**config.mk**
```make
export PLATFORM = sky130hd
export DESIGN_NAME = cas_player
export DESIGN_NICKNAME = d
export VERILOG_FILES = /design/src/rtl/cas_player.sv
export SDC_FILE = /design/constraint.sdc
export NUM_CORES = 1
export LEC_CHECK = 0
export BUFFER_PORTS_ARGS = -buffer_cell sky130_fd_sc_hd__buf_2
export CAP_MARGIN = 40
export CORE_MARGIN = 2
export CORE_UTILIZATION = 35
export DETAILED_ROUTE_END_ITERATION = 12
export GPL_ROUTABILITY_DRIVEN = 1
export PLACE_DENSITY = 0.57
export SLEW_MARGIN = 20
export SYNTH_ARGS = -nofsm -noshare
export SYNTH_HDL_FRONTEND = slang
export SYNTH_SLANG_ARGS = --single-unit
```
**constraint.sdc**
```tcl
create_clock -name F14M -period 4.03 [get_ports F14M]
set_clock_uncertainty 0.2 [all_clocks]
set_input_delay 0.806 -clock F14M [delete_from_list [all_inputs] [get_ports F14M]]
set_output_delay 0.806 -clock F14M [all_outputs]
set_load 0.05 [all_outputs]
```
**src/rtl/cas_player.sv**
```systemverilog
// Cassette playback generator: turns a tape byte stream into the Laser 500 CASIN waveform
// (leader tone, long sync cycle, MSB-first data bits, long trailer cycle).
module cas_player #(
  parameter int unsigned SHORT_HALF    = 1848,
  parameter int unsigned LONG_HALF     = 3696,
  parameter int unsigned LEADER_PULSES = 1024,
  parameter int unsigned CNT_W         = 16
) (
  input  logic        F14M,
  input  logic        reset,
  input  logic        start,
  input  logic        stop,
  input  logic        motor,
  input  logic        byte_valid,
  input  logic [7:0]  byte_data,
  input  logic        byte_last,
  output logic        byte_ready,
  output logic        casin,
  output logic        busy,
  output logic [15:0] byte_count
);

  localparam int unsigned PulseW = (LEADER_PULSES > 1) ? $clog2(LEADER_PULSES) : 1;
  localparam logic [CNT_W-1:0]  ShortLd   = CNT_W'(SHORT_HALF - 1);
  localparam logic [CNT_W-1:0]  LongLd    = CNT_W'(LONG_HALF - 1);
  localparam logic [PulseW-1:0] LastPulse = PulseW'(LEADER_PULSES - 1);

  typedef enum logic [2:0] {
    StIdle, StLeader, StSync, StFetch, StBits, StTrailer
  } state_e;

  state_e             r_state;
  logic [CNT_W-1:0]   r_timer;
  logic               r_phase;    // 0: high half, 1: low half
  logic [PulseW-1:0]  r_pulse;
  logic [2:0]         r_bit_idx;
  logic               r_sub;      // second short cycle of a '1' bit
  logic [7:0]         r_data;
  logic               r_last;
  logic [15:0]        r_count;
  logic               r_casin;
  logic               r_ready;
  logic               r_busy;

  logic               w_timer_zero;
  logic               w_cur_bit;
  logic [2:0]         w_next_idx;
  logic               w_next_bit;
  logic [CNT_W-1:0]   w_half_ld;

  assign w_timer_zero = (r_timer == '0);
  assign w_cur_bit    = r_data[r_bit_idx];
  assign w_next_idx   = r_bit_idx - 3'd1;
  assign w_next_bit   = r_data[w_next_idx];
  assign w_half_ld    = (r_state == StLeader || (r_state == StBits && w_cur_bit)) ?
                        ShortLd : LongLd;

  always_ff @(posedge F14M or posedge reset) begin
    if (reset) begin
      r_state   <= StIdle;
      r_timer   <= '0;
      r_phase   <= 1'b0;
      r_pulse   <= '0;
      r_bit_idx <= '0;
      r_sub     <= 1'b0;
      r_data    <= '0;
      r_last    <= 1'b0;
      r_count   <= '0;
      r_casin   <= 1'b0;
      r_ready   <= 1'b0;
      r_busy    <= 1'b0;
    end else if (stop) begin
      r_state <= StIdle;
      r_casin <= 1'b0;
      r_ready <= 1'b0;
      r_busy  <= 1'b0;
    end else if (r_state == StIdle) begin
      if (start) begin
        r_state <= StLeader;
        r_timer <= ShortLd;
        r_phase <= 1'b0;
        r_pulse <= '0;
        r_count <= '0;
        r_casin <= 1'b1;
        r_busy  <= 1'b1;
      end
    end else if (!motor) begin
      // Frozen: everything holds, outputs are silenced until the motor returns.
      r_casin <= 1'b0;
      r_ready <= 1'b0;
    end else if (r_state == StFetch) begin
      r_casin <= 1'b0;
      if (!r_ready) begin
        r_ready <= 1'b1;
      end else if (byte_valid) begin
        r_ready   <= 1'b0;
        r_data    <= byte_data;
        r_last    <= byte_last;
        r_count   <= r_count + 16'd1;
        r_bit_idx <= 3'd7;
        r_sub     <= 1'b0;
        r_phase   <= 1'b0;
        r_timer   <= byte_data[7] ? ShortLd : LongLd;
        r_casin   <= 1'b1;
        r_state   <= StBits;
      end
    end else if (!w_timer_zero) begin
      r_timer <= r_timer - CNT_W'(1);
      r_casin <= ~r_phase;
    end else if (!r_phase) begin
      r_phase <= 1'b1;
      r_casin <= 1'b0;
      r_timer <= w_half_ld;
    end else begin
      // End of a full cycle: decide what the next cycle is.
      r_phase <= 1'b0;
      case (r_state)
        StLeader: begin
          r_casin <= 1'b1;
          if (r_pulse == LastPulse) begin
            r_state <= StSync;
            r_timer <= LongLd;
          end else begin
            r_pulse <= r_pulse + PulseW'(1);
            r_timer <= ShortLd;
          end
        end
        StSync: begin
          r_state <= StFetch;
          r_casin <= 1'b0;
          r_ready <= 1'b1;
        end
        StBits: begin
          if (w_cur_bit && !r_sub) begin
            r_sub   <= 1'b1;
            r_timer <= ShortLd;
            r_casin <= 1'b1;
          end else if (r_bit_idx == 3'd0) begin
            if (r_last) begin
              r_state <= StTrailer;
              r_timer <= LongLd;
              r_casin <= 1'b1;
            end else begin
              r_state <= StFetch;
              r_casin <= 1'b0;
              r_ready <= 1'b1;
            end
          end else begin
            r_bit_idx <= w_next_idx;
            r_sub     <= 1'b0;
            r_timer   <= w_next_bit ? ShortLd : LongLd;
            r_casin   <= 1'b1;
          end
        end
        default: begin
          r_state <= StIdle;
          r_casin <= 1'b0;
          r_busy  <= 1'b0;
        end
      endcase
    end
  end

  assign byte_ready = r_ready;
  assign casin      = r_casin;
  assign busy       = r_busy;
  assign byte_count = r_count;

endmodule

```
After elaboration in Yosys (flattened, before gate mapping)
Cells that the tools add are included.
{"block": "totals", "regBits": 62, "in_bits": 15, "out_inout_bits": 19, "elab_cells": 189}
{"block": "op_classes", "add_sub_neg": 4, "order_cmp": 2, "eq_ne": 32, "mux": 102, "n_bitwise": 3, "reduce_logical": 34}
{"operator": "$mux 16", "count": 17}
{"operator": "$mux 10", "count": 8}
{"operator": "$mux 3", "count": 21}
{"operator": "$mux 12", "count": 4}
{"operator": "$mux 1", "count": 46}
{"operator": "$pmux 16 s2", "count": 1}
{"operator": "$reduce_and 6->1", "count": 4}
{"operator": "$reduce_bool 2->1", "count": 10}
{"operator": "$reduce_and 9->1", "count": 2}
{"operator": "$add 16x1->16 const B", "count": 1}
{"operator": "$logic_not 16->1", "count": 1}
{"operator": "$ne 2x2->1 const B", "count": 8}
{"operator": "$sub 16x1->16 const B", "count": 1}
{"operator": "$ne 3x3->1 const B", "count": 5}
{"operator": "$ne 5x2->1 const B", "count": 3}
{"operator": "$reduce_and 7->1", "count": 2}
{"operator": "$reduce_bool 3->1", "count": 4}
{"operator": "$add 10x1->10 const B", "count": 1}
{"operator": "$eq 10x10->1 const B", "count": 1}
{"operator": "$ne 5x5->1 const B", "count": 2}
{"operator": "$reduce_and 10->1", "count": 1}
{"operator": "$pmux 3 s3", "count": 1}
{"operator": "$lt 3x4->1 const B", "count": 2}
{"operator": "$ne 4x2->1 const B", "count": 2}
{"operator": "other kinds (20)", "count": 29}

Logic depth before layout (Yosys ltp)
{"block": "depth", "word_depth": 12, "depth_mapped": 10, "depth_no_buf": 8}

Worst setup path after synthesis
No wires, ideal clock.
{"block": "synth_timing", "path_type": "reg-to-reg", "startpoint": "reg r_bit_idx[0]", "endpoint": "reg r_timer[3]", "setup_ns": 0.122, "arrival_ns": 2.476, "required_time_ns": 3.708, "setup_slack_ns": 1.233, "stages_incl_launch_ff": 11, "path_buffers": 2, "synth_period_minus_slack_ns": 2.797, "path_cell_list": "dfrtp_1 > buf_4 > inv_1 > ha_1 > buf_2 > mux4_2 > mux2i_1 > o311a_1 > and3_1 > or3_4 > a32o_1"}
{"block": "synth_between", "elab_chain_cells": 12, "elab_cells_between_ends": 21, "classes_between": "add/sub (1); eq/ne (1); mux (14); reduce/logical (5)"}
{"item": "start, declared", "line": "36", "source": "logic [2:0] r_bit_idx;"}
{"item": "start signal, assigned", "line": "149", "source": "r_bit_idx <= w_next_idx;"}
{"item": "$sub 3x1->3", "line": "53", "source": "assign w_next_idx = r_bit_idx - 3'd1;"}
{"item": "$bmux 1 s3", "line": "54", "source": "assign w_next_bit = r_data[w_next_idx];"}
{"item": "$mux 1 (not written as such)", "line": "54"}
{"item": "$mux 12", "line": "151", "source": "r_timer <= w_next_bit ? ShortLd : LongLd;"}
{"item": "$mux 16", "line": "138", "source": "end else if (r_bit_idx == 3'd0) begin"}
{"item": "$mux 16", "line": "134", "source": "if (w_cur_bit && !r_sub) begin"}
{"item": "$pmux 16 s2", "line": "117", "source": "case (r_state)"}
{"item": "$mux 16", "line": "110", "source": "end else if (!r_phase) begin"}
{"item": "$mux 16", "line": "107", "source": "end else if (!w_timer_zero) begin"}
{"item": "$mux 16", "line": "91", "source": "end else if (r_state == StFetch) begin"}
{"item": "$mux 16", "line": "87", "source": "end else if (!motor) begin"}
{"item": "$mux 16", "line": "77", "source": "end else if (r_state == StIdle) begin"}
{"item": "end signal, assigned", "line": "80", "source": "r_timer <= ShortLd;"}
{"item": "end signal, assigned", "line": "108", "source": "r_timer <= r_timer - CNT_W'(1);"}
{"item": "end signal, assigned", "line": "113", "source": "r_timer <= w_half_ld;"}
{"item": "end, declared", "line": "33", "source": "logic [CNT_W-1:0] r_timer;"}
Parallel ways exist; a longest one is shown, timed or not. The select of a mux whose other input is x is not followed.
A chain may end at the register's enable or synchronous reset.

Final worst setup path
Same ends and word-level chain as after synthesis.

==> results.py <==
metrics = {
    "global_routing": {
        "grt_util_all_layers_pct": 15.6,
        "grt_pass1_wl_um": 14500,
        "grt_pass1_vias": 3001,
        "antenna_found_initial": 0,
        "grt_max_degree": 63,
        "grt.overflow.total": 0,
    },
    "critical_path": {
        "crit_arrival_ps": 3120,
        "worstReg2RegStart": "r_bit_idx[0]$_DFFE_PP0P_",
        "path_cells": "inv_1 -> ha_1 -> mux4_2 -> mux2i_1 -> o311a_1 -> and3_1 -> or3_4 -> a32o_1",
        "slowest_delay_ps": 570,
        "rrSetupSlack_ps": 930,
        "reg2reg_to": "r_timer[3]$_DFFE_PP0P_",
        "cp.required_ps": 4050,
        "worstRegToRegCells": 8,
        "slowest_stage": "dfrtp_1",
        "critPathKind": "reg -> reg",
        "crit_path_end_kind": "register",
        "startpoint_type": "register",
        "crit_fanout": 9,
    },
    "sta": {
        "timing.final.crit_share_pct": 76.9,
        "period_minus_slack_ps": 3100,
        "hold_viol": 0,
        "relSlewSlack_pct": 57.6,
        "fmax_ghz": 0.323,
        "worst_slew_pin_slew_ps": 636,
        "finalSetupTns_ps": 0,
        "slew_violations": 0,
        "rsz0062_at_grt": "false",
        "timing.hold.ws_ps": 209,
        "final-setup-viol-count": 0,
    },
    "synth": {
        "postSynth.asyncResetShare_pct": 100,
        "syn_nets": 432,
        "synthCells": 411,
        "muxShareOfSynthArea_pct": 7.78,
        "synth_top_family_by_area": "simple AND/OR/NAND/NOR gates",
        "synthDistinctLibCells": 65,
        "synth_xor_area_share_pct": 5.30,
        "synth_edf_count": 0,
        "synth_compound_area_share_pct": 14.9,
        "synth_area_um2": 3800,
        "avgSynthCellArea_um2": 9.24,
        "ys_ff_latch": 62,
        "synthSimpleGateAreaFrac_pct": 25.4,
        "synth_flop_cell": "dfrtp_1",
        "synth_warnings": 0,
        "seq_area_frac_synth_pct": 40.9,
        "synth_fa_ha_area_share_pct": 1.98,
    },
    "clock_tree": {
        "root_buffer": "clkbuf_8",
        "cts_inserted_buffers": 9,
        "hold_buffers": 0,
        "h-tree-depth": 3,
        "cts_tree": "built",
        "ctsLongestPathBuffers": 2,
        "clkSinkCount": 62,
        "clkLatencyLatePin_ps": 340,
        "clkTransAtPathRegs_ps": 70,
        "post_cts_buffers": 0,
        "cts_resized": 0,
    },
    "drt": {
        "wl_per_cell_um": 14.5,
        "drt_first_pass_iters": 4,
        "wl_um": 8480,
        "final_antenna_net_count": 0,
        "drc": 0,
        "viasPerCell": 5.35,
        "via_count": 3119,
        "drt_iter0_markers": 169,
    },
    "layout": {
        "synthToLayoutAreaGrowth_pct": 13.9,
        "drive_above_1_share_pct": 16.0,
        "antenna_cells": 0,
        "nets": 459,
        "layout_common_cells": "dfrtp_1 (62), nor2_1 (50), nand2_1 (39)",
        "stdcell_area_um2": 4330,
        "final_common_cell": "dfrtp_1",
    },
    "power_and_ir_drop": {
        "peakVddDrop_mv": 0.179,
        "cellPowerDensity_nw_per_um2": 470,
        "leakage_nw": 1.88,
    },
    "placement": {
        "routabilityCongestion": 0.770,
        "hpwl_um": 5990,
        "portBuffers": 33,
        "place_area_um2": 4070,
    },
    "floorplanning": {
        "io_pins": 34,
        "initial_core_util_pct": 35.5,
        "die_w_um": 108,
        "rows": 38,
        "dieArea_um2": 11700,
        "die_y_um": 108,
        "core-area_um2": 10700,
    },
    "job": {
        "maxCapViolCount": 0,
    },
    "hold_path": {
        "hold_path_class": "in -> async",
    },
    "run_status": {
        "status": "finished, final reports clean",
    },
}
[cells by family (layout without fill, tap and decap cells)]
group	count (synthesis)	in the layout
simple gates	179	179
xor+xnor	23	23
compound gates	84	84
fa+ha+maj	6	6
buf+inv	34	66
flops	62	62
mux	23	23
[worst max-delay path by stage]
stage,endpoint,cells after the start,start
6_report,r_timer[3]$_DFFE_PP0P_,8,r_bit_idx[0]$_DFFE_PP0P_
5_1_grt,r_timer[3]$_DFFE_PP0P_,8,r_bit_idx[0]$_DFFE_PP0P_
4_1_cts,r_timer[3]$_DFFE_PP0P_,8,r_bit_idx[0]$_DFFE_PP0P_
3_5_place_dp,r_timer[3]$_DFFE_PP0P_,8,r_bit_idx[0]$_DFFE_PP0P_
3_3_place_gp,r_timer[3]$_DFFE_PP0P_,8,r_bit_idx[0]$_DFFE_PP0P_
2_1_floorplan,r_timer[3]$_DFFE_PP0P_,10,r_bit_idx[0]$_DFFE_PP0P_
[synthesized netlist by cell type (4+ instances only)]
| library cell | count | area, um2 |
|---|---|---|
| mux2_1 | 10 | 113 |
| nand2_1 | 39 | 146 |
| a31oi_1 | 4 | 25.0 |
| o21ai_1 | 18 | 90.1 |
| xnor2_1 | 14 | 123 |
| or4_1 | 4 | 30.0 |
| nand4_1 | 4 | 25.0 |
| nand3_1 | 14 | 70.1 |
| mux4_2 | 4 | 90.1 |
| o31ai_1 | 7 | 52.6 |
| o21ai_0 | 9 | 45.0 |
| or3_1 | 9 | 56.3 |
| nor3_1 | 16 | 80.1 |
| buf_2 | 7 | 35.0 |
| inv_1 | 12 | 45.0 |
| and3_1 | 6 | 37.5 |
| dfrtp_1 | 62 | 1550 |
| xor2_1 | 9 | 78.8 |
| mux2i_1 | 7 | 70.1 |
| a21oi_1 | 14 | 70.1 |
| and4_1 | 5 | 43.8 |
| clkbuf_1 | 11 | 41.3 |
| nor2_1 | 50 | 188 |
| ha_1 | 6 | 75.1 |
| nand2b_1 | 7 | 43.8 |
[area by class of cell]
cell class	count	area, um2
Clock inverter	6	85.1
Timing Repair Buffer	38	224
Fill cell	1101	6370
Clock buffer	10	138
Multi-Input combinational cell	315	2110
Inverter	12	45.0
Sequential cell	62	1550
Tap cell	140	175
[per-layer routing]
layer  up-vias  track usage [%]  wire, um
met5         -                0         0
met4         0             5.13       110
met3        10             3.74       341
met2        60             25.5      3970
met1      1511             20.4      4050
li1       1538                -         -
[critical path: cells and delay by family, from the launching register on]
kind            cells  cell delay [ps]
buf+inv             1              200
flops               1              570
mux                 2              450
compound gates      2              540
simple gates        2              580
fa+ha+maj           1              450
[per-stage QoR]
| stage | power [mW] | cells | utilization (%) | setup WS (ps) |
|---|---|---|---|---|
| 2_1_floorplan | 1.28 | 411 | - | 1230 |
| 3_5_place_dp | 1.42 | 565 | 38.0 | 942 |
| 6_report | 2.03 | 583 | 40.4 | 933 |
| 3_3_place_gp | 1.41 | 564 | 37.9 | 1040 |
| 5_1_grt | 2.18 | 583 | 40.4 | 779 |
| 4_1_cts | 2.06 | 581 | 40.1 | 931 |
[power breakdown]
group / total [mW] / internal [mW] / switching, mW
clock network: 0.622 / 0.363 / 0.259
logic: 0.623 / 0.220 / 0.403
registers: 0.790 / 0.675 / 0.114
total: 2.03 / 1.26 / 0.776
[state kept, by name, indices dropped and copies added (netlist names)]
signal	count
busy	1
r_sub	1
r_bit_idx	3
r_phase	1
r_last	1
byte_count	16
r_pulse	10
r_data	8
byte_ready	1
casin	1
r_timer	16
r_state	3
(Power assumes the default switching activity.)
